### src/rtl/multicycle_controller_pkg.sv
// Shared types for the multi-cycle sequencing controller: state encoding and PC source select.
package ctrl_pkg;

  typedef enum logic [2:0] {
    ST_IDLE   = 3'd0,
    ST_FETCH  = 3'd1,
    ST_DECODE = 3'd2,
    ST_EXEC   = 3'd3,
    ST_MEM    = 3'd4,
    ST_WB     = 3'd5
  } ctrl_state_t;

  localparam logic PC_SRC_SEQ = 1'b0;
  localparam logic PC_SRC_BR  = 1'b1;

  // States that wait on an external memory acknowledge.
  function automatic logic is_wait_state(ctrl_state_t s);
    return (s == ST_FETCH) || (s == ST_MEM);
  endfunction

endpackage

### src/rtl/multicycle_controller_if.sv
// Decoder flags, memory handshakes and datapath enables of the multi-cycle controller.
// master = controller side, slave = decoder/datapath/memory side.
interface multicycle_controller_if #(
  parameter int CNT_W = 32
);
  logic             run;
  logic             imem_ack;
  logic             dmem_ack;
  logic             selWB;
  logic             selMEMRD;
  logic             selMEMWR;
  logic             selCPRS;
  logic             selCACHEWR;
  logic             selCACHESH;
  logic             selBRANCH;

  logic             imem_req;
  logic             ir_we;
  logic             dmem_rd_req;
  logic             dmem_wr_req;
  logic             reg_we;
  logic             cmp_we;
  logic             cache_wr_en;
  logic             cache_sh_en;
  logic             pc_we;
  logic             pc_src;
  logic             busy;
  logic [2:0]       state;
  logic [CNT_W-1:0] instr_count;
  logic             err;

  modport master (
    input  run, imem_ack, dmem_ack,
    input  selWB, selMEMRD, selMEMWR, selCPRS, selCACHEWR, selCACHESH, selBRANCH,
    output imem_req, ir_we, dmem_rd_req, dmem_wr_req, reg_we, cmp_we,
    output cache_wr_en, cache_sh_en, pc_we, pc_src, busy, state, instr_count, err
  );

  modport slave (
    output run, imem_ack, dmem_ack,
    output selWB, selMEMRD, selMEMWR, selCPRS, selCACHEWR, selCACHESH, selBRANCH,
    input  imem_req, ir_we, dmem_rd_req, dmem_wr_req, reg_we, cmp_we,
    input  cache_wr_en, cache_sh_en, pc_we, pc_src, busy, state, instr_count, err
  );

endinterface

### src/rtl/multicycle_controller_wait_timer.sv
// Ack wait counter: counts consecutive wait cycles and flags the cycle that reaches LIMIT.
module ctrl_wait_timer #(
  parameter int LIMIT = 15
) (
  input  logic clk,
  input  logic rst,
  input  logic clear,
  input  logic tick,
  output logic expired
);

  localparam int W = (LIMIT < 1) ? 1 : $clog2(LIMIT + 1);

  logic [W-1:0] cnt_q;

  always_ff @(posedge clk or posedge rst) begin
    if (rst) begin
      cnt_q <= '0;
    end else if (clear) begin
      cnt_q <= '0;
    end else if (tick) begin
      cnt_q <= cnt_q + W'(1);
    end
  end

  // The LIMIT-th waiting cycle is the last one spent waiting.
  assign expired = tick && (cnt_q == W'(LIMIT - 1));

endmodule

### src/rtl/multicycle_controller.sv
// Multi-cycle FETCH/DECODE/EXEC/MEM/WB sequencer with retired-instruction counter.
// Optional ack timeout with sticky err is built when MCCTRL_TIMEOUT_EN is defined.
//
// state  | meaning
// IDLE   | no instruction in flight, waiting for run
// FETCH  | instruction fetch request, latch IR on imem_ack
// DECODE | decoder settles on the new IR
// EXEC   | compare/cache enables, pick MEM/WB/retire
// MEM    | data memory request held until dmem_ack
// WB     | register write-back or branch PC update, retire
module multicycle_controller
  import ctrl_pkg::*;
#(
  parameter int CNT_W   = 32,
  parameter int TIMEOUT = 15
) (
  input logic clk,
  input logic rst,
  multicycle_controller_if.master bus
);

  if (TIMEOUT < 1) begin : g_bad_timeout
    $error("multicycle_controller: TIMEOUT must be at least 1");
  end

  ctrl_state_t      state_q, state_d;
  logic [CNT_W-1:0] count_q;
  logic             retire;
  logic             tmo;
  logic             halt;

  logic imem_req, ir_we, dmem_rd_req, dmem_wr_req, reg_we, cmp_we;
  logic cache_wr_en, cache_sh_en, pc_we, pc_src;

`ifdef MCCTRL_TIMEOUT_EN
  logic tmr_tick, tmr_expired, err_q;

  // Any ack (or leaving the wait states) restarts the count for the next wait.
  assign tmr_tick = (state_q == ST_FETCH && !bus.imem_ack) ||
                    (state_q == ST_MEM   && !bus.dmem_ack);

  ctrl_wait_timer #(
    .LIMIT (TIMEOUT)
  ) u_wait_timer (
    .clk     (clk),
    .rst     (rst),
    .clear   (!tmr_tick),
    .tick    (tmr_tick && is_wait_state(state_q)),
    .expired (tmr_expired)
  );

  always_ff @(posedge clk or posedge rst) begin
    if (rst) begin
      err_q <= 1'b0;
    end else if (tmr_expired) begin
      err_q <= 1'b1;
    end
  end

  assign tmo     = tmr_expired;
  assign halt    = err_q;
  assign bus.err = err_q;
`else
  assign tmo     = 1'b0;
  assign halt    = 1'b0;
  assign bus.err = 1'b0;
`endif

  always_ff @(posedge clk or posedge rst) begin
    if (rst) begin
      state_q <= ST_IDLE;
    end else begin
      state_q <= state_d;
    end
  end

  always_ff @(posedge clk or posedge rst) begin
    if (rst) begin
      count_q <= '0;
    end else if (retire) begin
      count_q <= count_q + CNT_W'(1);
    end
  end

  always_comb begin
    state_d     = state_q;
    retire      = 1'b0;
    imem_req    = 1'b0;
    ir_we       = 1'b0;
    dmem_rd_req = 1'b0;
    dmem_wr_req = 1'b0;
    reg_we      = 1'b0;
    cmp_we      = 1'b0;
    cache_wr_en = 1'b0;
    cache_sh_en = 1'b0;
    pc_we       = 1'b0;
    pc_src      = PC_SRC_SEQ;

    case (state_q)
      ST_IDLE: begin
        if (bus.run && !halt) state_d = ST_FETCH;
      end

      ST_FETCH: begin
        imem_req = 1'b1;
        if (bus.imem_ack) begin
          ir_we   = 1'b1;
          state_d = ST_DECODE;
        end else if (tmo) begin
          state_d = ST_IDLE;
        end
      end

      ST_DECODE: begin
        state_d = ST_EXEC;
      end

      ST_EXEC: begin
        cmp_we      = bus.selCPRS;
        cache_wr_en = bus.selCACHEWR;
        cache_sh_en = bus.selCACHESH;
        if (bus.selMEMRD || bus.selMEMWR) begin
          state_d = ST_MEM;
        end else if (bus.selWB) begin
          state_d = ST_WB;
        end else begin
          pc_we  = 1'b1;
          retire = 1'b1;
        end
      end

      ST_MEM: begin
        // A read and a write flagged together resolve to the read.
        dmem_rd_req = bus.selMEMRD;
        dmem_wr_req = bus.selMEMWR && !bus.selMEMRD;
        if (bus.dmem_ack) begin
          if (bus.selWB) begin
            state_d = ST_WB;
          end else begin
            pc_we  = 1'b1;
            retire = 1'b1;
          end
        end else if (tmo) begin
          state_d = ST_IDLE;
        end
      end

      ST_WB: begin
        pc_we  = 1'b1;
        retire = 1'b1;
        if (bus.selBRANCH) begin
          pc_src = PC_SRC_BR;
        end else begin
          reg_we = 1'b1;
        end
      end

      default: begin
        state_d = ST_IDLE;
      end
    endcase

    if (retire) state_d = bus.run ? ST_FETCH : ST_IDLE;
  end

  assign bus.imem_req    = imem_req;
  assign bus.ir_we       = ir_we;
  assign bus.dmem_rd_req = dmem_rd_req;
  assign bus.dmem_wr_req = dmem_wr_req;
  assign bus.reg_we      = reg_we;
  assign bus.cmp_we      = cmp_we;
  assign bus.cache_wr_en = cache_wr_en;
  assign bus.cache_sh_en = cache_sh_en;
  assign bus.pc_we       = pc_we;
  assign bus.pc_src      = pc_src;
  assign bus.busy        = (state_q != ST_IDLE);
  assign bus.state       = state_q;
  assign bus.instr_count = count_q;

endmodule
### src/flat_wrapper.sv
// flat-port wrapper written by rule: the top's interface ports become plain ports
module multicycle_controller_flat import ctrl_pkg::*;
#(
  parameter int CNT_W   = 32,
  parameter int TIMEOUT = 15
)
  (clk, rst, bus_run, bus_imem_ack, bus_dmem_ack, bus_selWB, bus_selMEMRD, bus_selMEMWR, bus_selCPRS, bus_selCACHEWR, bus_selCACHESH, bus_selBRANCH, bus_imem_req, bus_ir_we, bus_dmem_rd_req, bus_dmem_wr_req, bus_reg_we, bus_cmp_we, bus_cache_wr_en, bus_cache_sh_en, bus_pc_we, bus_pc_src, bus_busy, bus_state, bus_instr_count, bus_err);
  multicycle_controller_if #(.CNT_W(CNT_W)) bus_i ();
  input logic clk;
  input logic rst;
  input wire logic [$bits(bus_i.run)-1:0] bus_run;
  input wire logic [$bits(bus_i.imem_ack)-1:0] bus_imem_ack;
  input wire logic [$bits(bus_i.dmem_ack)-1:0] bus_dmem_ack;
  input wire logic [$bits(bus_i.selWB)-1:0] bus_selWB;
  input wire logic [$bits(bus_i.selMEMRD)-1:0] bus_selMEMRD;
  input wire logic [$bits(bus_i.selMEMWR)-1:0] bus_selMEMWR;
  input wire logic [$bits(bus_i.selCPRS)-1:0] bus_selCPRS;
  input wire logic [$bits(bus_i.selCACHEWR)-1:0] bus_selCACHEWR;
  input wire logic [$bits(bus_i.selCACHESH)-1:0] bus_selCACHESH;
  input wire logic [$bits(bus_i.selBRANCH)-1:0] bus_selBRANCH;
  output wire logic [$bits(bus_i.imem_req)-1:0] bus_imem_req;
  output wire logic [$bits(bus_i.ir_we)-1:0] bus_ir_we;
  output wire logic [$bits(bus_i.dmem_rd_req)-1:0] bus_dmem_rd_req;
  output wire logic [$bits(bus_i.dmem_wr_req)-1:0] bus_dmem_wr_req;
  output wire logic [$bits(bus_i.reg_we)-1:0] bus_reg_we;
  output wire logic [$bits(bus_i.cmp_we)-1:0] bus_cmp_we;
  output wire logic [$bits(bus_i.cache_wr_en)-1:0] bus_cache_wr_en;
  output wire logic [$bits(bus_i.cache_sh_en)-1:0] bus_cache_sh_en;
  output wire logic [$bits(bus_i.pc_we)-1:0] bus_pc_we;
  output wire logic [$bits(bus_i.pc_src)-1:0] bus_pc_src;
  output wire logic [$bits(bus_i.busy)-1:0] bus_busy;
  output wire logic [$bits(bus_i.state)-1:0] bus_state;
  output wire logic [$bits(bus_i.instr_count)-1:0] bus_instr_count;
  output wire logic [$bits(bus_i.err)-1:0] bus_err;
  assign bus_i.run = bus_run;
  assign bus_i.imem_ack = bus_imem_ack;
  assign bus_i.dmem_ack = bus_dmem_ack;
  assign bus_i.selWB = bus_selWB;
  assign bus_i.selMEMRD = bus_selMEMRD;
  assign bus_i.selMEMWR = bus_selMEMWR;
  assign bus_i.selCPRS = bus_selCPRS;
  assign bus_i.selCACHEWR = bus_selCACHEWR;
  assign bus_i.selCACHESH = bus_selCACHESH;
  assign bus_i.selBRANCH = bus_selBRANCH;
  assign bus_imem_req = bus_i.imem_req;
  assign bus_ir_we = bus_i.ir_we;
  assign bus_dmem_rd_req = bus_i.dmem_rd_req;
  assign bus_dmem_wr_req = bus_i.dmem_wr_req;
  assign bus_reg_we = bus_i.reg_we;
  assign bus_cmp_we = bus_i.cmp_we;
  assign bus_cache_wr_en = bus_i.cache_wr_en;
  assign bus_cache_sh_en = bus_i.cache_sh_en;
  assign bus_pc_we = bus_i.pc_we;
  assign bus_pc_src = bus_i.pc_src;
  assign bus_busy = bus_i.busy;
  assign bus_state = bus_i.state;
  assign bus_instr_count = bus_i.instr_count;
  assign bus_err = bus_i.err;
  multicycle_controller #(.CNT_W(CNT_W), .TIMEOUT(TIMEOUT)) u_core (.clk(clk), .rst(rst), .bus(bus_i));
endmodule
### config.mk
export PLATFORM = sky130hd
export DESIGN_NAME = multicycle_controller_flat
export DESIGN_NICKNAME = d
export VERILOG_FILES = /design/src/rtl/multicycle_controller_pkg.sv /design/src/rtl/multicycle_controller_if.sv /design/src/rtl/multicycle_controller_wait_timer.sv /design/src/rtl/multicycle_controller.sv /design/src/flat_wrapper.sv
export SDC_FILE = /design/constraint.sdc
export NUM_CORES = 1
export LEC_CHECK = 0
export CAP_MARGIN = 40
export CORE_MARGIN = 2
export CORE_UTILIZATION = 52
export CTS_BUF_LIST = sky130_fd_sc_hd__clkbuf_4 sky130_fd_sc_hd__clkbuf_8
export CTS_CLUSTER_DIAMETER = 30
export CTS_CLUSTER_SIZE = 12
export DETAILED_ROUTE_END_ITERATION = 10
export PLACE_DENSITY = 0.95
export SLEW_MARGIN = 40
export SYNTH_ARGS = -nofsm -noshare
export SYNTH_HDL_FRONTEND = slang
export SYNTH_SLANG_ARGS = --single-unit
### constraint.sdc
create_clock -name clk -period 5.05 [get_ports clk]
set_input_delay 1.01 -clock clk [delete_from_list [all_inputs] [get_ports clk]]
set_output_delay 1.01 -clock clk [all_outputs]
set_load 0.05 [all_outputs]
==> results of run 1 <==
## kinds of logic after synthesis
| family | count (synthesis) | synth area share [%] |
|---|---|---|
| flip-flops | 35 | 46.20 |
| buffers and inverters | 11 | 4.158 |
| multiplexers | 2 | 1.122 |
| XOR/XNOR | 31 | 14.32 |
| other | 1 | 0.1978 |
| adder cells (fa/ha/maj) | 1 | 0.6600 |
| AND/OR/NAND/NOR | 85 | 28.98 |
| AO/OA/AOI/OAI | 10 | 4.357 |
## sequential cells by signal, summed over array words and instances, names as in the netlist
register	count
u_core.bus.state	3
u_core.bus.instr_count	32
## cells in the final DEF (no fill, tap or decap), types with 4 or more instances in the layout
cell,count
xor2_1,14
clkdlybuf4s50_1,57
nor2_1,8
and2_1,10
clkbuf_4,5
dfrtp_1,35
nand2_1,16
nor3_2,6
nand3_1,8
xnor2_1,17
nand4_1,8
inv_1,4
and3_1,6
## power groups by stage
stage               clock [uW]  sequential [uW]  combinational [uW]
floorplan                    0              430                 258
global placement             0              362                 435
detailed placement           0              364                 440
CTS                        157              359                 441
global route               174              369                 464
finish                     154              360                 437
## critical path: cells and delay by family
| family | cells | cell delay [ps] |
|---|---|---|
| AOI/OAI and AO/OA | 1 | 250 |
| and+or+nand+nor | 2 | 370 |
| buffers and inverters | 3 | 1420 |
## worst min path at each step
stage / from / end / slack, ps / cells after the start
2_1_floorplan: u_core.bus.instr_count[31] / u_core.bus.instr_count[31] / 780 / 1
3_3_place_gp: u_core.bus.instr_count[31] / u_core.bus.instr_count[31] / 460 / 1
3_5_place_dp: u_core.bus.instr_count[31] / u_core.bus.instr_count[31] / 470 / 1
4_1_cts: u_core.bus.instr_count[31] / u_core.bus.instr_count[31] / 480 / 1
5_1_grt: u_core.bus.instr_count[31] / u_core.bus.instr_count[31] / 510 / 1
6_report: u_core.bus.instr_count[31] / u_core.bus.instr_count[31] / 480 / 1
## metal layers
layer  global-route usage [%]  wire, um
met1                    28.03      1807
met2                    31.38      1744
met3                    5.986       167
met4                    7.713        49
met5                        0         0
## final cells by class
| cell class | count | share of cell area, % |
|---|---|---|
| Multi-Input combinational cell | 130 | 37.26 |
| Sequential cell | 35 | 34.69 |
| Timing Repair Buffer | 58 | 22.89 |
| Tap cell | 46 | 2.279 |
| Clock buffer | 5 | 1.487 |
| Clock inverter | 3 | 0.7929 |
| Inverter | 4 | 0.5946 |
## metrics by stage
step / instances / hold WS, ps / util, % / area (um^2) / total power, uW
floorplan: 176 / 779.2 / - / 1896 / 688.6
global placement: 273 / 455.7 / 72.23 / 2467 / 797.1
detailed placement: 273 / 465.2 / 72.23 / 2467 / 804.4
CTS: 281 / 481.1 / 73.92 / 2525 / 956.3
global route: 281 / 514.3 / 73.92 / 2525 / 1006
finish: 281 / 479.8 / 73.92 / 2525 / 951.2
==> results.py, run 1 <==
metrics = {
    "die": {
        "die-area_um2": 4144,
        "core_um2": 3416,
        "num_rows": 21,
        "die_h_um": 64.38,
        "die_w_um": 64.38,
        "num_io_pins": 59,
        "initial_core_util_pct": 55.49,
    },
    "finish": {
        "register_area_um2": 875.8,
        "drive_gt1_share_pct": 11.49,
        "fin_nets": 247,
        "multi_input_area_um2": 940.9,
        "syn_to_final_growth_pct": 33.20,
        "fillers": 250,
        "antennaDiodeCount": 0,
    },
    "clock_tree": {
        "htree_levels": 2,
        "clock-root-buffer": "clkbuf_4",
        "clk_latency_ps": 360,
        "postCtsSetupBuffers": 0,
        "cts.sink_count": 35,
        "clkTransAtPathRegs_ps": 120,
        "clockBufferDepth": 2,
        "cts_hold_buf": 0,
        "cts_resized": 0,
        "numCtsBuffers": 5,
        "cts_tree": "built",
    },
    "global_routing": {
        "grt_max_degree": 36,
        "antenna_found_initial": 0,
        "grt_overflow": 0,
        "first_global_vias": 1355,
        "grt_pass1_wl_um": 6499,
        "grt_util_all_layers_pct": 20.65,
    },
    "critical_path": {
        "critical-path-slowest-cell": "clkdlybuf4s50_1",
        "start_kind": "input port",
        "rr_endpoint": "u_core.bus.instr_count[25]",
        "reg2reg_from": "u_core.bus.state[2]",
        "crit_chain": "clkdlybuf4s50_1, nand2b_1, a21o_1, and2_4, inv_1, clkdlybuf4s50_1",
        "path_max_fanout": 6,
        "endpoint_kind": "output pin",
        "ff2ff_setup_slack_ps": 3180,
        "crit_end": "bus_pc_we",
        "rr_worst_depth": 5,
        "arrival_ps": 3050,
        "crit_top_cell": "clkdlybuf4s50_1",
        "startpoint": "bus_selWB",
        "critical_path_class": "input port to output pin",
        "required_ps": 4040,
        "crit_path_max_incr_delay_ps": 830,
    },
    "routing": {
        "drc": 0,
        "drtAntennaViolNets": 0,
        "wl_um": 3769,
        "viasPerCell": 5.132,
        "drt_pass1_iterations": 4,
        "vias": 1442,
        "routedWlPerCell_um": 13.41,
        "drtIter0Drc": 74,
    },
    "synthesis": {
        "synth.distinct_cells": 42,
        "ys_seq_elements": 35,
        "yosysSeqAreaShare_pct": 46.20,
        "yosysWarnings": 0,
        "synthFlopType": "dfrtp_1",
        "synth_edf_count": 0,
        "synth_area_per_cell_um2": 10.77,
        "netlist_area_um2": 1896,
        "yosysMostFrequentCell": "dfrtp_1",
        "synthTopCellsByArea": "dfrtp_1 (46%), xnor2_1 (7.9%), xor2_1 (6.5%)",
        "synth_commonest_cells": "dfrtp_1 (35), xnor2_1 (17), nand2_1 (16), xor2_1 (14), and2_1 (10)",
        "synth_nets": 189,
        "syn_inst": 176,
        "synth_top_area_share_pct": 46.20,
        "ys_async_sr_fraction_pct": 100.0,
        "synth_area_leader_cell": "dfrtp_1",
    },
    "sta": {
        "fin_crit_ps": 4055,
        "final.setup.tns_ps": 0,
        "period_share_pct": 80.31,
        "finalHoldViolCount": 0,
        "worst_slack_ps": 994.5,
        "drv_slew": 0,
        "finalSetupViolCount": 0,
        "rsz0062_at_grt": "false",
        "finalClockSkew_ps": 14.41,
        "fmax_ghz": 0.2466,
        "tightest_slew_ps": 511.4,
        "maxSlewHeadroom_pct": 65.80,
    },
    "power_and_ir_drop": {
        "ir_drop_mv": 0.3349,
        "p_clk_share_pct": 16.2,
        "p_per_area_nw_per_um2": 376.7,
        "leakage_uw": 0.001072,
        "power_switching_uw": 435.0,
        "seq_power_share_pct": 37.9,
        "p_int_uw": 516.2,
        "p_comb_share_pct": 45.9,
        "p_sw_share_pct": 45.73,
    },
    "min_path": {
        "holdCritPathClass": "flop to flop",
    },
    "status": {
        "outcome": "finished clean",
    },
    "placed_design": {
        "io_buffers": 57,
        "dp_slack_ps": 987.1,
        "dp_hpwl_um": 2854,
        "routabilityCongestion": 0.8321,
    },
    "run": {
        "drv_cap": 0,
    },
}
Power figures use the tool's default switching activity.
==> inputs of run 2 (changes only) <==
- CORE_UTILIZATION: 52 -> 43
- PLACE_DENSITY: 0.95 -> 0.88
- clock period: 5.05 -> 3.3 ns (I/O delays scaled with it)
==> results.py, run 2 (same netlist as run 1, synthesis figures left out) <==
metrics = {
    "clock_tree": {
        "postCtsSetupBuffers": 0,
        "clock-root-buffer": "clkbuf_8",
        "htree_levels": 2,
        "cts_hold_buf": 0,
        "clkTransAtPathRegs_ps": 70,
        "cts.sink_count": 35,
        "cts_resized": 0,
        "clk_latency_ps": 290,
        "numCtsBuffers": 5,
        "clockBufferDepth": 2,
        "cts_tree": "built",
    },
    "sta": {
        "finalSetupViolCount": 0,
        "tightest_slew_ps": 533.5,
        "finalClockSkew_ps": 9.311,
        "fmax_ghz": 0.3402,
        "drv_slew": 0,
        "maxSlewHeadroom_pct": 64.32,
        "final.setup.tns_ps": 0,
        "period_share_pct": 89.08,
        "finalHoldViolCount": 0,
        "hold_ws_ps": 473.8,
        "fin_crit_ps": 2940,
        "rsz0062_at_grt": "false",
    },
    "critical_path": {
        "crit_chain": "clkdlybuf4s50_1, nor4b_1, clkdlybuf4s50_1",
        "path_max_fanout": 4,
        "critical_path_class": "input port to output pin",
        "critical-path-slowest-cell": "clkdlybuf4s50_1",
        "arrival_ps": 2280,
        "start_kind": "input port",
        "crit_path_max_incr_delay_ps": 850,
        "crit_top_cell": "clkdlybuf4s50_1",
        "endpoint_kind": "output pin",
        "required_ps": 2640,
    },
    "finish": {
        "register_area_um2": 875.8,
        "fin_cells": 287,
        "multi_input_area_um2": 940.9,
        "syn_to_final_growth_pct": 38.28,
        "final_core_utilization_pct": 61.04,
        "fin_nets": 247,
        "drive_gt1_share_pct": 11.91,
        "fillers": 385,
        "antennaDiodeCount": 0,
        "layout_common_cells": "clkdlybuf4s50_1 (56), dfrtp_1 (35), xnor2_1 (17)",
        "final_common_cell": "clkdlybuf4s50_1",
        "largest_reg_flops": 32,
    },
    "die": {
        "initial_core_util_pct": 44.14,
        "die-area_um2": 4955,
        "core_um2": 4294,
        "num_io_pins": 59,
        "die_h_um": 70.40,
        "num_rows": 24,
        "die_w_um": 70.40,
    },
    "routing": {
        "drtIter0Drc": 115,
        "viasPerCell": 5.209,
        "routedWlPerCell_um": 14.43,
        "drtAntennaViolNets": 0,
        "drt_pass1_iterations": 4,
        "vias": 1495,
        "drc": 0,
        "wl_um": 4141,
    },
    "power_and_ir_drop": {
        "p_per_area_nw_per_um2": 647.9,
        "seq_power_share_pct": 32.4,
        "p_total_uw": 1698,
        "leakage_uw": 0.001119,
        "power_switching_uw": 671.0,
        "p_sw_share_pct": 39.51,
        "ir_drop_mv": 0.4360,
        "p_comb_share_pct": 40.3,
        "p_clk_share_pct": 27.4,
        "p_int_uw": 1027,
    },
    "global_routing": {
        "grt_overflow": 0,
        "antenna_found_initial": 0,
        "first_global_vias": 1516,
        "grt_max_degree": 36,
        "grt_pass1_wl_um": 7079,
        "grt_util_all_layers_pct": 18.28,
    },
    "placed_design": {
        "dp_cells": 279,
        "dp_hpwl_um": 3019,
        "io_buffers": 57,
        "routabilityCongestion": 0.8564,
    },
    "status": {
        "outcome": "finished clean",
    },
    "min_path": {
        "holdCritPathClass": "flop to flop",
    },
    "run": {
        "drv_cap": 0,
    },
}
==> run 2: cell count changes in the layout (fill, tap and decap cells not counted) <==
cell	before	now
buf_12	0	1
bufinv_16	0	2
clkbuf_4	5	1
clkbuf_8	0	5
clkdlybuf4s50_1	57	56
clkinv_2	1	0
clkinvlp_4	2	0
==> run 2: final cells by class <==
| type | count | share of cell area [%] |
|---|---|---|
| Clock buffer | 6 | 2.912 |
| Tap cell | 52 | 2.482 |
| Inverter | 4 | 0.5728 |
| Multi-Input combinational cell | 130 | 35.90 |
| Clock inverter | 2 | 2.291 |
| Timing Repair Buffer | 58 | 22.43 |
| Sequential cell | 35 | 33.41 |
==> run 2: worst max-delay path: cells and delay by family <==
family                 cells  cell delay, ps
AND/OR/NAND/NOR            1             300
buffers and inverters      2            1310
==> run 2: layer usage <==
metal / GRT usage, % / up-vias / wire length (um)
met5: 0 / - / 0
met4: 8.333 / 0 / 80
met3: 4.906 / 7 / 192
met2: 29.66 / 36 / 2089
met1: 22.66 / 730 / 1778
li1: - / 722 / -
==> run 2: worst paths after layout <==
check	startpoint	to	slack (ps)	depth (start not counted)
hold / removal	u_core.bus.instr_count[31]	u_core.bus.instr_count[31]	470	1
setup reg to reg	u_core.bus.state[2]	u_core.bus.instr_count[25]	1380	5
min in group asynchronous	rst	u_core.bus.instr_count[16]	750	3
setup / recovery	bus_selMEMRD	bus_dmem_wr_req	360	3
hold reg to reg	u_core.bus.instr_count[31]	u_core.bus.instr_count[31]	470	1
max in group asynchronous	rst	u_core.bus.state[1]	2240	3
==> run 2: power by group through the flow <==
stage          clock [uW]  sequential, uW  combinational (uW)
2_1_floorplan           0             659                 395
3_3_place_gp            0             553                 680
3_5_place_dp            0             557                 688
4_1_cts               473             549                 689
5_1_grt               494             559                 718
6_report              465             549                 684
==> run 2: through the flow <==
step,area (um^2),setup slack (ps)
floorplan,1896,112.1
detailed placement,2485,344.0
finish,2621,360.4
CTS,2621,344.0
global placement,2485,387.2
global route,2621,287.6
==> inputs of run 3 (changes only) <==
- CAP_MARGIN: 40 -> not set
- CORE_UTILIZATION: 43 -> 42
- CTS_BUF_LIST: sky130_fd_sc_hd__clkbuf_4 sky130_fd_sc_hd__clkbuf_8 -> not set
- PLACE_DENSITY: 0.88 -> 0.86
==> results.py, run 3 (same netlist as run 1, synthesis figures left out) <==
metrics = {
    "finish": {
        "largest_reg_flops": 32,
        "fin_nets": 247,
        "fillers": 360,
        "antennaDiodeCount": 0,
        "layout_common_cells": "clkdlybuf4s50_1 (56), dfrtp_1 (35), xnor2_1 (17)",
        "syn_to_final_growth_pct": 37.29,
        "final_core_utilization_pct": 59.77,
        "drive_gt1_share_pct": 11.91,
        "final_area_um2": 2603,
        "final_common_cell": "clkdlybuf4s50_1",
    },
    "sta": {
        "final.setup.tns_ps": 0,
        "hold_ws_ps": 469.4,
        "drv_slew": 0,
        "maxSlewHeadroom_pct": 64.40,
        "fin_crit_ps": 2939,
        "finalHoldViolCount": 0,
        "tightest_slew_ps": 532.3,
        "rsz0062_at_grt": "false",
        "period_share_pct": 89.07,
        "finalClockSkew_ps": 7.473,
        "finalSetupViolCount": 0,
        "worst_slack_ps": 360.7,
        "fmax_ghz": 0.3402,
    },
    "clock_tree": {
        "clockBufferDepth": 2,
        "numCtsBuffers": 5,
        "cts_hold_buf": 0,
        "clk_latency_ps": 290,
        "cts_tree": "built",
        "clkTransAtPathRegs_ps": 70,
        "cts_resized": 0,
        "htree_levels": 2,
        "postCtsSetupBuffers": 0,
        "clock-root-buffer": "clkbuf_8",
        "cts.sink_count": 35,
    },
    "power_and_ir_drop": {
        "ir_drop_mv": 0.5034,
        "p_per_area_nw_per_um2": 628.3,
        "leakage_uw": 0.001111,
    },
    "global_routing": {
        "grt_util_all_layers_pct": 16.41,
        "first_global_vias": 1378,
        "grt_pass1_wl_um": 6499,
        "grt_max_degree": 36,
        "grt_overflow": 0,
        "antenna_found_initial": 0,
    },
    "min_path": {
        "holdCritPathClass": "flop to flop",
    },
    "placed_design": {
        "dp_slack_ps": 369.9,
        "dp_hpwl_um": 3008,
        "placed_cell_area_um2": 2485,
        "io_buffers": 57,
        "routabilityCongestion": 0.8475,
    },
    "routing": {
        "wl_um": 3951,
        "drtIter0Drc": 64,
        "drtAntennaViolNets": 0,
        "vias": 1442,
        "drt_pass1_iterations": 4,
        "viasPerCell": 5.024,
        "routedWlPerCell_um": 13.77,
        "drc": 0,
    },
    "die": {
        "die_h_um": 71.18,
        "num_io_pins": 59,
        "die-area_um2": 5067,
        "core_um2": 4354,
        "die_w_um": 71.18,
        "initial_core_util_pct": 43.53,
        "num_rows": 24,
    },
    "critical_path": {
        "critical-path-slowest-cell": "clkdlybuf4s50_1",
        "crit_top_cell": "clkdlybuf4s50_1",
        "crit_path_max_incr_delay_ps": 850,
        "critical_path_class": "input port to output pin",
        "endpoint_kind": "output pin",
        "crit_chain": "clkdlybuf4s50_1, nor4b_1, clkdlybuf4s50_1",
        "arrival_ps": 2280,
        "path_max_fanout": 4,
        "required_ps": 2640,
        "start_kind": "input port",
    },
    "run": {
        "drv_cap": 0,
    },
    "status": {
        "outcome": "finished clean",
    },
}
[run 3: changes by cell type in the layout (fill, tap and decap cells not counted), sizes merged]
cell | before | now
bufinv | 2 | 1
clkinv | 0 | 1
[run 3: final timing paths]
| check | startpoint | endpoint | slack (ps) | cells after the start |
|---|---|---|---|---|
| hold / removal | u_core.bus.instr_count[31] | u_core.bus.instr_count[31] | 470 | 1 |
| hold reg to reg | u_core.bus.instr_count[31] | u_core.bus.instr_count[31] | 470 | 1 |
| setup / recovery | bus_selMEMRD | bus_dmem_wr_req | 360 | 3 |
| setup reg to reg | u_core.bus.instr_count[3] | u_core.bus.instr_count[24] | 1410 | 5 |
| max in group asynchronous | rst | u_core.bus.instr_count[5] | 2220 | 3 |
| min in group asynchronous | rst | u_core.bus.instr_count[16] | 770 | 3 |
[run 3: metrics by stage]
stage               power (uW)  instances
detailed placement        1245        279
global route              1704        287
floorplan                 1054        176
finish                    1635        287
global placement          1233        279
CTS                       1648        287
[run 3: layout make-up]
class,instances,area (um^2),share of cell area [%]
Tap cell,52,65.06,2.500
Sequential cell,35,875.8,33.65
Clock inverter,2,35.03,1.346
Clock buffer,6,82.58,3.173
Multi-Input combinational cell,130,940.9,36.15
Timing Repair Buffer,58,588.1,22.60
Inverter,4,15.01,0.5769
[run 3: worst max-delay path, delay by kind of cell]
family | cells | cell delay [ps]
buf+inv | 2 | 1320
simple gates | 1 | 300
[run 3: layer usage]
| layer | part of all wire [%] | routed length, um | global-route usage (%) |
|---|---|---|---|
| met1 | 44 | 1753 | 20.55 |
| met2 | 50 | 1972 | 26.75 |
| met3 | 4.5 | 176 | 6.125 |
| met4 | 1.2 | 48 | 4.403 |
| met5 | 0 | 0 | 0 |
[run 3: power breakdown]
part	internal, uW	leakage (uW)	switching [uW]
registers	471	0.000463	78.1
logic	247	0.000587	439
clock network	244	0.0000612	156
total	962	0.00111	673
